--- src/rtl/vga_pkg.sv ---
// Shared constants for the VGA/DVI raster timing generator: standard mode
// tables, sync polarity values and a helper for axis totals.
package vga_pkg;

  localparam logic POL_LOW  = 1'b0;
  localparam logic POL_HIGH = 1'b1;

  // 640x480@60, 25.175 MHz pixel clock, negative syncs
  localparam int   VGA_H_PIX  = 640;
  localparam int   VGA_H_FP   = 16;
  localparam int   VGA_H_SYNC = 96;
  localparam int   VGA_H_BP   = 48;
  localparam int   VGA_V_PIX  = 480;
  localparam int   VGA_V_FP   = 10;
  localparam int   VGA_V_SYNC = 2;
  localparam int   VGA_V_BP   = 33;
  localparam logic VGA_H_POL  = POL_LOW;
  localparam logic VGA_V_POL  = POL_LOW;

  // 800x600@60, 40 MHz pixel clock, positive syncs
  localparam int   SVGA_H_PIX  = 800;
  localparam int   SVGA_H_FP   = 40;
  localparam int   SVGA_H_SYNC = 128;
  localparam int   SVGA_H_BP   = 88;
  localparam int   SVGA_V_PIX  = 600;
  localparam int   SVGA_V_FP   = 1;
  localparam int   SVGA_V_SYNC = 4;
  localparam int   SVGA_V_BP   = 23;
  localparam logic SVGA_H_POL  = POL_HIGH;
  localparam logic SVGA_V_POL  = POL_HIGH;

  function automatic int axis_total(input int pix, input int fp, input int sync, input int bp);
    return pix + fp + sync + bp;
  endfunction

endpackage

--- src/rtl/vga_axis_ctr.sv ---
// One raster axis counter: counts 0..TOTAL-1 on inc and flags the last position
// so the caller can chain the next axis off it.
module vga_axis_ctr
  import vga_pkg::*;
#(
  parameter int  TOTAL = 800,
  localparam int W     = $clog2(TOTAL)
) (
  input  logic         clk,
  input  logic         rst_n,
  input  logic         inc,
  output logic [W-1:0] count,
  output logic         wrap
);

  localparam logic [W-1:0] LAST = W'(TOTAL - 1);

  logic [W-1:0] count_q;
  logic [W-1:0] count_d;

  // wrap is purely positional; the caller qualifies it with its own enable
  assign wrap  = (count_q == LAST);
  assign count = count_q;

  always_comb begin
    count_d = count_q;
    if (inc) begin
      count_d = wrap ? '0 : count_q + W'(1);
    end
  end

  always_ff @(posedge clk) begin
    if (!rst_n) begin
      count_q <= '0;
    end else begin
      count_q <= count_d;
    end
  end

endmodule

--- src/rtl/vga_timing_gen.sv ---
// Parametrised raster timing generator: syncs, data enable, coordinates and
// line/frame strobes, all registered together and advanced on a pixel enable.
module vga_timing_gen
  import vga_pkg::*;
#(
  parameter int   H_PIX   = VGA_H_PIX,
  parameter int   H_FP    = VGA_H_FP,
  parameter int   H_SYNC  = VGA_H_SYNC,
  parameter int   H_BP    = VGA_H_BP,
  parameter int   V_PIX   = VGA_V_PIX,
  parameter int   V_FP    = VGA_V_FP,
  parameter int   V_SYNC  = VGA_V_SYNC,
  parameter int   V_BP    = VGA_V_BP,
  parameter logic H_POL   = VGA_H_POL,
  parameter logic V_POL   = VGA_V_POL,
  parameter int   FRAME_W = 16,
  localparam int  H_TOTAL = axis_total(H_PIX, H_FP, H_SYNC, H_BP),
  localparam int  V_TOTAL = axis_total(V_PIX, V_FP, V_SYNC, V_BP),
  localparam int  X_W     = $clog2(H_TOTAL),
  localparam int  Y_W     = $clog2(V_TOTAL)
) (
  input  logic               clk,
  input  logic               rst_n,
  input  logic               ce,
  output logic               hsync,
  output logic               vsync,
  output logic               de,
  output logic [X_W-1:0]     x,
  output logic [Y_W-1:0]     y,
  output logic               sol,
  output logic               sof,
  output logic [FRAME_W-1:0] frame
);

  if (H_PIX < 1 || H_FP < 1 || H_SYNC < 1 || H_BP < 1 ||
      V_PIX < 1 || V_FP < 1 || V_SYNC < 1 || V_BP < 1) begin : g_param_check
    $error("vga_timing_gen: active, porch and sync parameters must all be >= 1");
  end

  localparam logic [X_W-1:0] H_ACT_END  = X_W'(H_PIX);
  localparam logic [X_W-1:0] H_SYNC_BEG = X_W'(H_PIX + H_FP);
  localparam logic [X_W-1:0] H_SYNC_END = X_W'(H_PIX + H_FP + H_SYNC);
  localparam logic [Y_W-1:0] V_ACT_END  = Y_W'(V_PIX);
  localparam logic [Y_W-1:0] V_SYNC_BEG = Y_W'(V_PIX + V_FP);
  localparam logic [Y_W-1:0] V_SYNC_END = Y_W'(V_PIX + V_FP + V_SYNC);

  logic [X_W-1:0] h;
  logic [Y_W-1:0] v;
  logic           h_wrap;
  logic           v_wrap;
  logic           v_inc;

  assign v_inc = ce & h_wrap;

  vga_axis_ctr #(.TOTAL(H_TOTAL)) u_h_ctr (
    .clk   (clk),
    .rst_n (rst_n),
    .inc   (ce),
    .count (h),
    .wrap  (h_wrap)
  );

  vga_axis_ctr #(.TOTAL(V_TOTAL)) u_v_ctr (
    .clk   (clk),
    .rst_n (rst_n),
    .inc   (v_inc),
    .count (v),
    .wrap  (v_wrap)
  );

  logic [FRAME_W-1:0] frame_cnt_q, frame_cnt_d;
  logic [FRAME_W-1:0] frame_q, frame_d;
  logic [X_W-1:0]     x_q, x_d;
  logic [Y_W-1:0]     y_q, y_d;
  logic               de_q, de_d;
  logic               hsync_q, hsync_d;
  logic               vsync_q, vsync_d;
  logic               sol_q, sol_d;
  logic               sof_q, sof_d;

  // frame_cnt_q runs one pixel ahead; frame_q samples it with x/y so the
  // count seen at sof already includes the frame that just ended
  always_comb begin
    frame_cnt_d = frame_cnt_q;
    frame_d     = frame_q;
    x_d         = x_q;
    y_d         = y_q;
    de_d        = de_q;
    hsync_d     = hsync_q;
    vsync_d     = vsync_q;
    sol_d       = sol_q;
    sof_d       = sof_q;
    if (ce) begin
      x_d     = h;
      y_d     = v;
      frame_d = frame_cnt_q;
      de_d    = (h < H_ACT_END) && (v < V_ACT_END);
      hsync_d = (h >= H_SYNC_BEG && h < H_SYNC_END) ? H_POL : ~H_POL;
      vsync_d = (v >= V_SYNC_BEG && v < V_SYNC_END) ? V_POL : ~V_POL;
      sol_d   = (h == '0);
      sof_d   = (h == '0) && (v == '0);
      if (h_wrap && v_wrap) begin
        frame_cnt_d = frame_cnt_q + FRAME_W'(1);
      end
    end
  end

  always_ff @(posedge clk) begin
    if (!rst_n) begin
      frame_cnt_q <= '0;
      frame_q     <= '0;
      x_q         <= '0;
      y_q         <= '0;
      de_q        <= 1'b0;
      hsync_q     <= ~H_POL;
      vsync_q     <= ~V_POL;
      sol_q       <= 1'b0;
      sof_q       <= 1'b0;
    end else begin
      frame_cnt_q <= frame_cnt_d;
      frame_q     <= frame_d;
      x_q         <= x_d;
      y_q         <= y_d;
      de_q        <= de_d;
      hsync_q     <= hsync_d;
      vsync_q     <= vsync_d;
      sol_q       <= sol_d;
      sof_q       <= sof_d;
    end
  end

  assign x     = x_q;
  assign y     = y_q;
  assign de    = de_q;
  assign hsync = hsync_q;
  assign vsync = vsync_q;
  assign sol   = sol_q;
  assign sof   = sof_q;
  assign frame = frame_q;

endmodule

--- config.mk ---
export PLATFORM = sky130hd
export DESIGN_NAME = vga_timing_gen
export DESIGN_NICKNAME = d
export VERILOG_FILES = /design/src/rtl/vga_pkg.sv /design/src/rtl/vga_axis_ctr.sv /design/src/rtl/vga_timing_gen.sv
export SDC_FILE = /design/constraint.sdc
export NUM_CORES = 1
export LEC_CHECK = 0
export ABC_AREA = 1
export BUFFER_PORTS_ARGS = -buffer_cell sky130_fd_sc_hd__buf_4
export CAP_MARGIN = 20
export CORE_UTILIZATION = 55
export CTS_CLUSTER_SIZE = 10
export DETAILED_ROUTE_END_ITERATION = 10
export HOLD_SLACK_MARGIN = 0.02
export PLACE_DENSITY = 0.76
export SLEW_MARGIN = 20
export SYNTH_ARGS = -nofsm -noshare
export SYNTH_HDL_FRONTEND = slang
export SYNTH_SLANG_ARGS = --single-unit
--- constraint.sdc ---
create_clock -name clk -period 2.08 [get_ports clk]
set_clock_uncertainty 0.1 [all_clocks]
set_input_delay 0.208 -clock clk [delete_from_list [all_inputs] [get_ports clk]]
set_output_delay 0.208 -clock clk [all_outputs]
set_load 0.005 [all_outputs]
# --- Word-level counts from Yosys, hierarchy flattened ---
# Cells that the tools add are included.
op_classes:
  add_sub_neg: 3
  n_lt_le_gt_ge: 6
  n_eq_ne: 2
  muxes: 4
  bitwise: 1
  n_reduce_logical: 8
ops:
  columns: ["operator", "n"]
  rows:
  - ["$add 10x1->10 const B", 2]
  - ["$eq 10x10->1 const B", 2]
  - ["$logic_not 10->1", 2]
  - ["$lt 10x10->1 const B", 2]
  - ["$lt 10x9->1 const B", 2]
  - ["$mux 10", 2]
  - ["$add 16x1->16 const B", 1]
  - ["$ge 10x10->1 const B", 1]
  - ["$ge 10x9->1 const B", 1]
  - ["$logic_and 1x1->1", 5]
  - ["$mux 1", 2]
  - ["$reduce_and 2->1", 1]
  - ["$and 1x1->1", 1]
word_totals:
  ff_bits: 77
  inputBits: 3
  out_inout_bits: 41
  elab_cells: 35

# --- Logic depth before layout (Yosys ltp) ---
logic_depth:
  depth_word: 3
  mapped_depth: 10
  ltp_nobuf: 10

# --- Cells and area by module ---
# Synthesis repeated with hierarchy kept, for this count alone.
unflattened:
  hier_cells: 445
  hier_area_um2: 3300.7
by_module_without_submodules:
  columns: ["module", "instances", "cells_per_inst", "area_each_um2", "seq_area_each_um2"]
  rows:
  - ["vga_timing_gen", 1, 305, 2262.2, 1141.1]
  - ["vga_axis_ctr at u_v_ctr", 1, 72, 520.5, 200.2]
  - ["vga_axis_ctr at u_h_ctr", 1, 68, 518.0, 200.2]

# --- Worst setup path after synthesis ---
# Ideal clock, no wire load.
synth_timing:
  path_kind: "register to register"
  startpoint: "reg u_v_ctr.count_q[1], in the netlist u_v_ctr.count[1]"
  endpoint: "reg frame_cnt_q[10]"
  setup_ns: 0.132
  arrival_time_ns: 1.316
  t_required_ns: 1.848
  path_slack_ns: 0.532
  stages_incl_launch_ff: 8
  n_path_buf: 0
  period_less_slack_ns: 1.548
  cell_sequence: "dfxtp_1 -> inv_1 -> ha_1 -> nand3_1 -> nor3_4 -> nand3_1 -> nand2_1 -> a21oi_1"
synth_via:
  elab_chain_cells: 3
synth_lines:
  columns: ["element", "line", "source"]
  rows:
  - ["from (decl)", "vga_axis_ctr.sv:18", "logic [W-1:0] count_q;"]
  - ["from (signal assigned)", "vga_axis_ctr.sv:36", "count_q <= count_d;"]
  - ["$eq 10x10->1", "vga_axis_ctr.sv:22", "assign wrap = (count_q == LAST);"]
  - ["$logic_and 1x1->1", "vga_timing_gen.sv:102", "if (h_wrap && v_wrap) begin"]
  - ["$reduce_and 2->1 (no line)", null, null]
  - ["to (signal assigned)", "vga_timing_gen.sv:120", "frame_cnt_q <= frame_cnt_d;"]
  - ["to (decl)", "vga_timing_gen.sv:71", "logic [FRAME_W-1:0] frame_cnt_q, frame_cnt_d;"]
# No other way between the ends.
# A chain may end at the register's enable or synchronous reset.

# --- Worst setup path in the final report ---
layout_timing:
  startpoint: "reg u_v_ctr.count_q[1], in the netlist u_v_ctr.count[1]"
  endpoint: "reg frame_cnt_q[8]"
# The elaborated chain is that of the path after synthesis.

==> out/results.ini <==
[cells_and_area]
areaGrowthSynthToFinish_pct = 15.5
final_nets = 536
drive_above_1_share_pct = 16.9
fill_cells = 508
num_antenna_cells = 0

[timing]
hold_viol = 0
worst_pin_slew_ps = 416
fmax_mhz = 541
fin_tns_setup_ps = 0
timing.slew.headroom_pct = 72.1
min_period_ps = 1850
rsz0062_at_grt = no
fin_ws_ps = 232
min_period_over_period_pct = 88.8
setup_viol = 0
finalMaxSlewViolations = 0

[pwr]
clkPwrFrac_pct = 36.1
power_density_nw_per_um2 = 660
intPower_uw = 2060
power_frac_seq_pct = 57.0
ir_drop_uv = 588
p_leak_uw = 0.00169
power.switching_uw = 644
power_uw = 2700
swShare_pct = 23.8
pwr-share-comb_pct = 7.0

[min_path]
hp-start = ce
min_path_cells = 2
min_to = frame[15]
holdCritPathClass = input port to flip-flop

[cts]
root_buffer = clkbuf_8
clk_path_buf_depth = 2
cts.htree.levels = 3
ctsResizeCount = 0
cts.clk_slew.worst_paths_ps = 80
hold_buffers = 0
post-cts-setup-buffer-count = 0
numCtsBuffers = 9
cts_tree = yes
insertion_delay_ps = 350
clock_sinks = 77

[critical_path]
r2r-start = u_v_ctr.count[1]
reg2reg_slack_ps = 230
crit_path_max_fanout = 8
critPathCaptureType = flip-flop
critPathKind = flip-flop to flip-flop
reg2regPathDepth = 7
cp.required_ps = 2210
worstReg2RegEnd = frame_cnt_q[8]
startpoint_type = flip-flop
cp.arrival_ps = 1980

[global_routing]
antenna_found_initial = 0
grt_overflow = 0
grt_pass1_wl_um = 13300
grt_max_degree = 28
gr-usage-all-layers_pct = 26.3
grt_pass1_vias = 2892

[yosys]
synth_top_family_by_area = simple AND/OR/NAND/NOR gates
synth_xor_area_share_pct = 0.741
synth-compound-area-share_pct = 15.2
synthSimpleGateAreaFrac_pct = 31.5
yosysWarnings = 0
syn_nets = 492
yosys_most_used_dff = dfxtp_1
synth_edf_count = 0
synth_seq_cells = 77
synth_fa_ha_area_share_pct = 1.76
syn_inst = 484
yosysUniqueCellTypes = 29
syn-cell-area_um2 = 3550
avgSynthCellArea_um2 = 7.33
synthArstFlopShare_pct = 0
synthMuxAreaShare_pct = 0
synth.yosys.seq_area_share_pct = 43.5

[place]
numPortBuffers = 43
gp_congestion = 0.859
dp_slack_ps = 261
hpwl_um = 5860

[floorplanning]
rows = 28
die_h_um = 82.3
die_area_um2 = 6770
io_pins = 44
fp.dieW_um = 82.3
initial_core_util_pct = 58.5
fp.coreArea_um2 = 6060

[detailed_routing]
wire_per_inst_um = 13.6
post_drt_via_cell_ratio = 5.44
antenna_left = 0
first_iter_violations = 253
routed_wl_um = 8260
vias = 3303
dr.pass1.iters = 5
drc_errors = 0

[job]
cap_violations = 0

[outcome]
outcome = complete, no violations

routing by layer:
layer / track usage (%) / up-vias / part of all wire (%)
li1: - / 1680 / -
met1: 36.7 / 1506 / 49
met2: 39.0 / 97 / 44
met3: 6.70 / 20 / 5.0
met4: 9.65 / 0 / 2.2
met5: 0 / - / 0
state kept, by name, indices dropped and copies added, names as in the netlist:
signal         flops
u_v_ctr.count     10
de                 1
u_h_ctr.count     10
sof                1
frame             16
vsync              1
x                 10
sol                1
hsync              1
frame_cnt_q       16
y                 10
cells in the final DEF (no fill, tap or decap), drive strengths merged:
master	instances
nand2	113
dfxtp	77
a21oi	59
nor2	58
buf	49
inv	49
o21ai	43
nand3	28
clkbuf	13
nor3	12
nand4	11
ha	5
nor3b	4
xor2	3
clkinv	3
a211oi	2
nand3b	1
a31o	1
o22ai	1
worst max-delay path, stage by stage, from the launching register on:
cell and delay, ps:
dfxtp_1 340, inv_1 130, ha_1 240, nand3_1 170, nor3_4 250, nand3_1 290, nand2_1 150, a21oi_1 70
cells by family after synthesis:
family	count (synthesis)
flip-flops	77
AND/OR/NAND/NOR	227
adder cells (fa/ha/maj)	5
XOR/XNOR	3
buffers and inverters	66
AO/OA/AOI/OAI	106
cell usage after synthesis, types with 6 or more instances:
cell,n,area [µm²]
inv_1,43,161
o21ai_0,43,215
clkbuf_1,12,45.0
nand2_2,7,43.8
inv_2,6,22.5
nor3_1,11,55.1
dfxtp_1,77,1540
nand4_1,11,68.8
a21oi_1,59,295
nand3_1,26,130
nand2_1,104,390
nor2_1,50,188
worst max-delay path by stage:
stage | startpoint | end | slack [ps] | cells past startpoint
finish | u_v_ctr.count[1] | frame_cnt_q[8] | 230 | 7
global route | u_v_ctr.count[1] | frame_cnt_q[13] | 120 | 7
CTS | u_v_ctr.count[1] | frame_cnt_q[8] | 240 | 7
detailed placement | u_v_ctr.count[1] | frame_cnt_q[8] | 260 | 7
global placement | u_v_ctr.count[1] | frame_cnt_q[14] | 380 | 7
floorplan | u_v_ctr.count[1] | frame_cnt_q[10] | 530 | 7
power groups by stage:
stage	logic (µW)	registers, µW	clock network [µW]
floorplan	96.0	1570	0
global placement	184	1570	0
detailed placement	187	1570	0
CTS	188	1540	983
global route	210	1540	1030
finish	188	1540	974
cell type report:
class | count | area (µm²) | share of cell area, %
inverters | 50 | 188 | 4.58
well taps | 75 | 93.8 | 2.29
multi-input cells | 341 | 1750 | 42.6
clock inverters | 2 | 10.0 | 0.244
clock buffers | 13 | 149 | 3.63
flip-flops and latches | 77 | 1540 | 37.6
repair buffers | 49 | 368 | 8.98
stage by stage:
stage / instances / instance area, µm² / hold slack [ps] / util, %
6_report: 607 / 4100 / 128 / 67.6
5_1_grt: 607 / 4100 / 133 / 67.6
4_1_cts: 607 / 4100 / 114 / 67.6
3_5_place_dp: 592 / 3940 / 362 / 65.0
3_3_place_gp: 592 / 3940 / 355 / 65.0
2_1_floorplan: 484 / 3550 / 345 / -
Note: power is estimated with default switching activity, not from simulation.
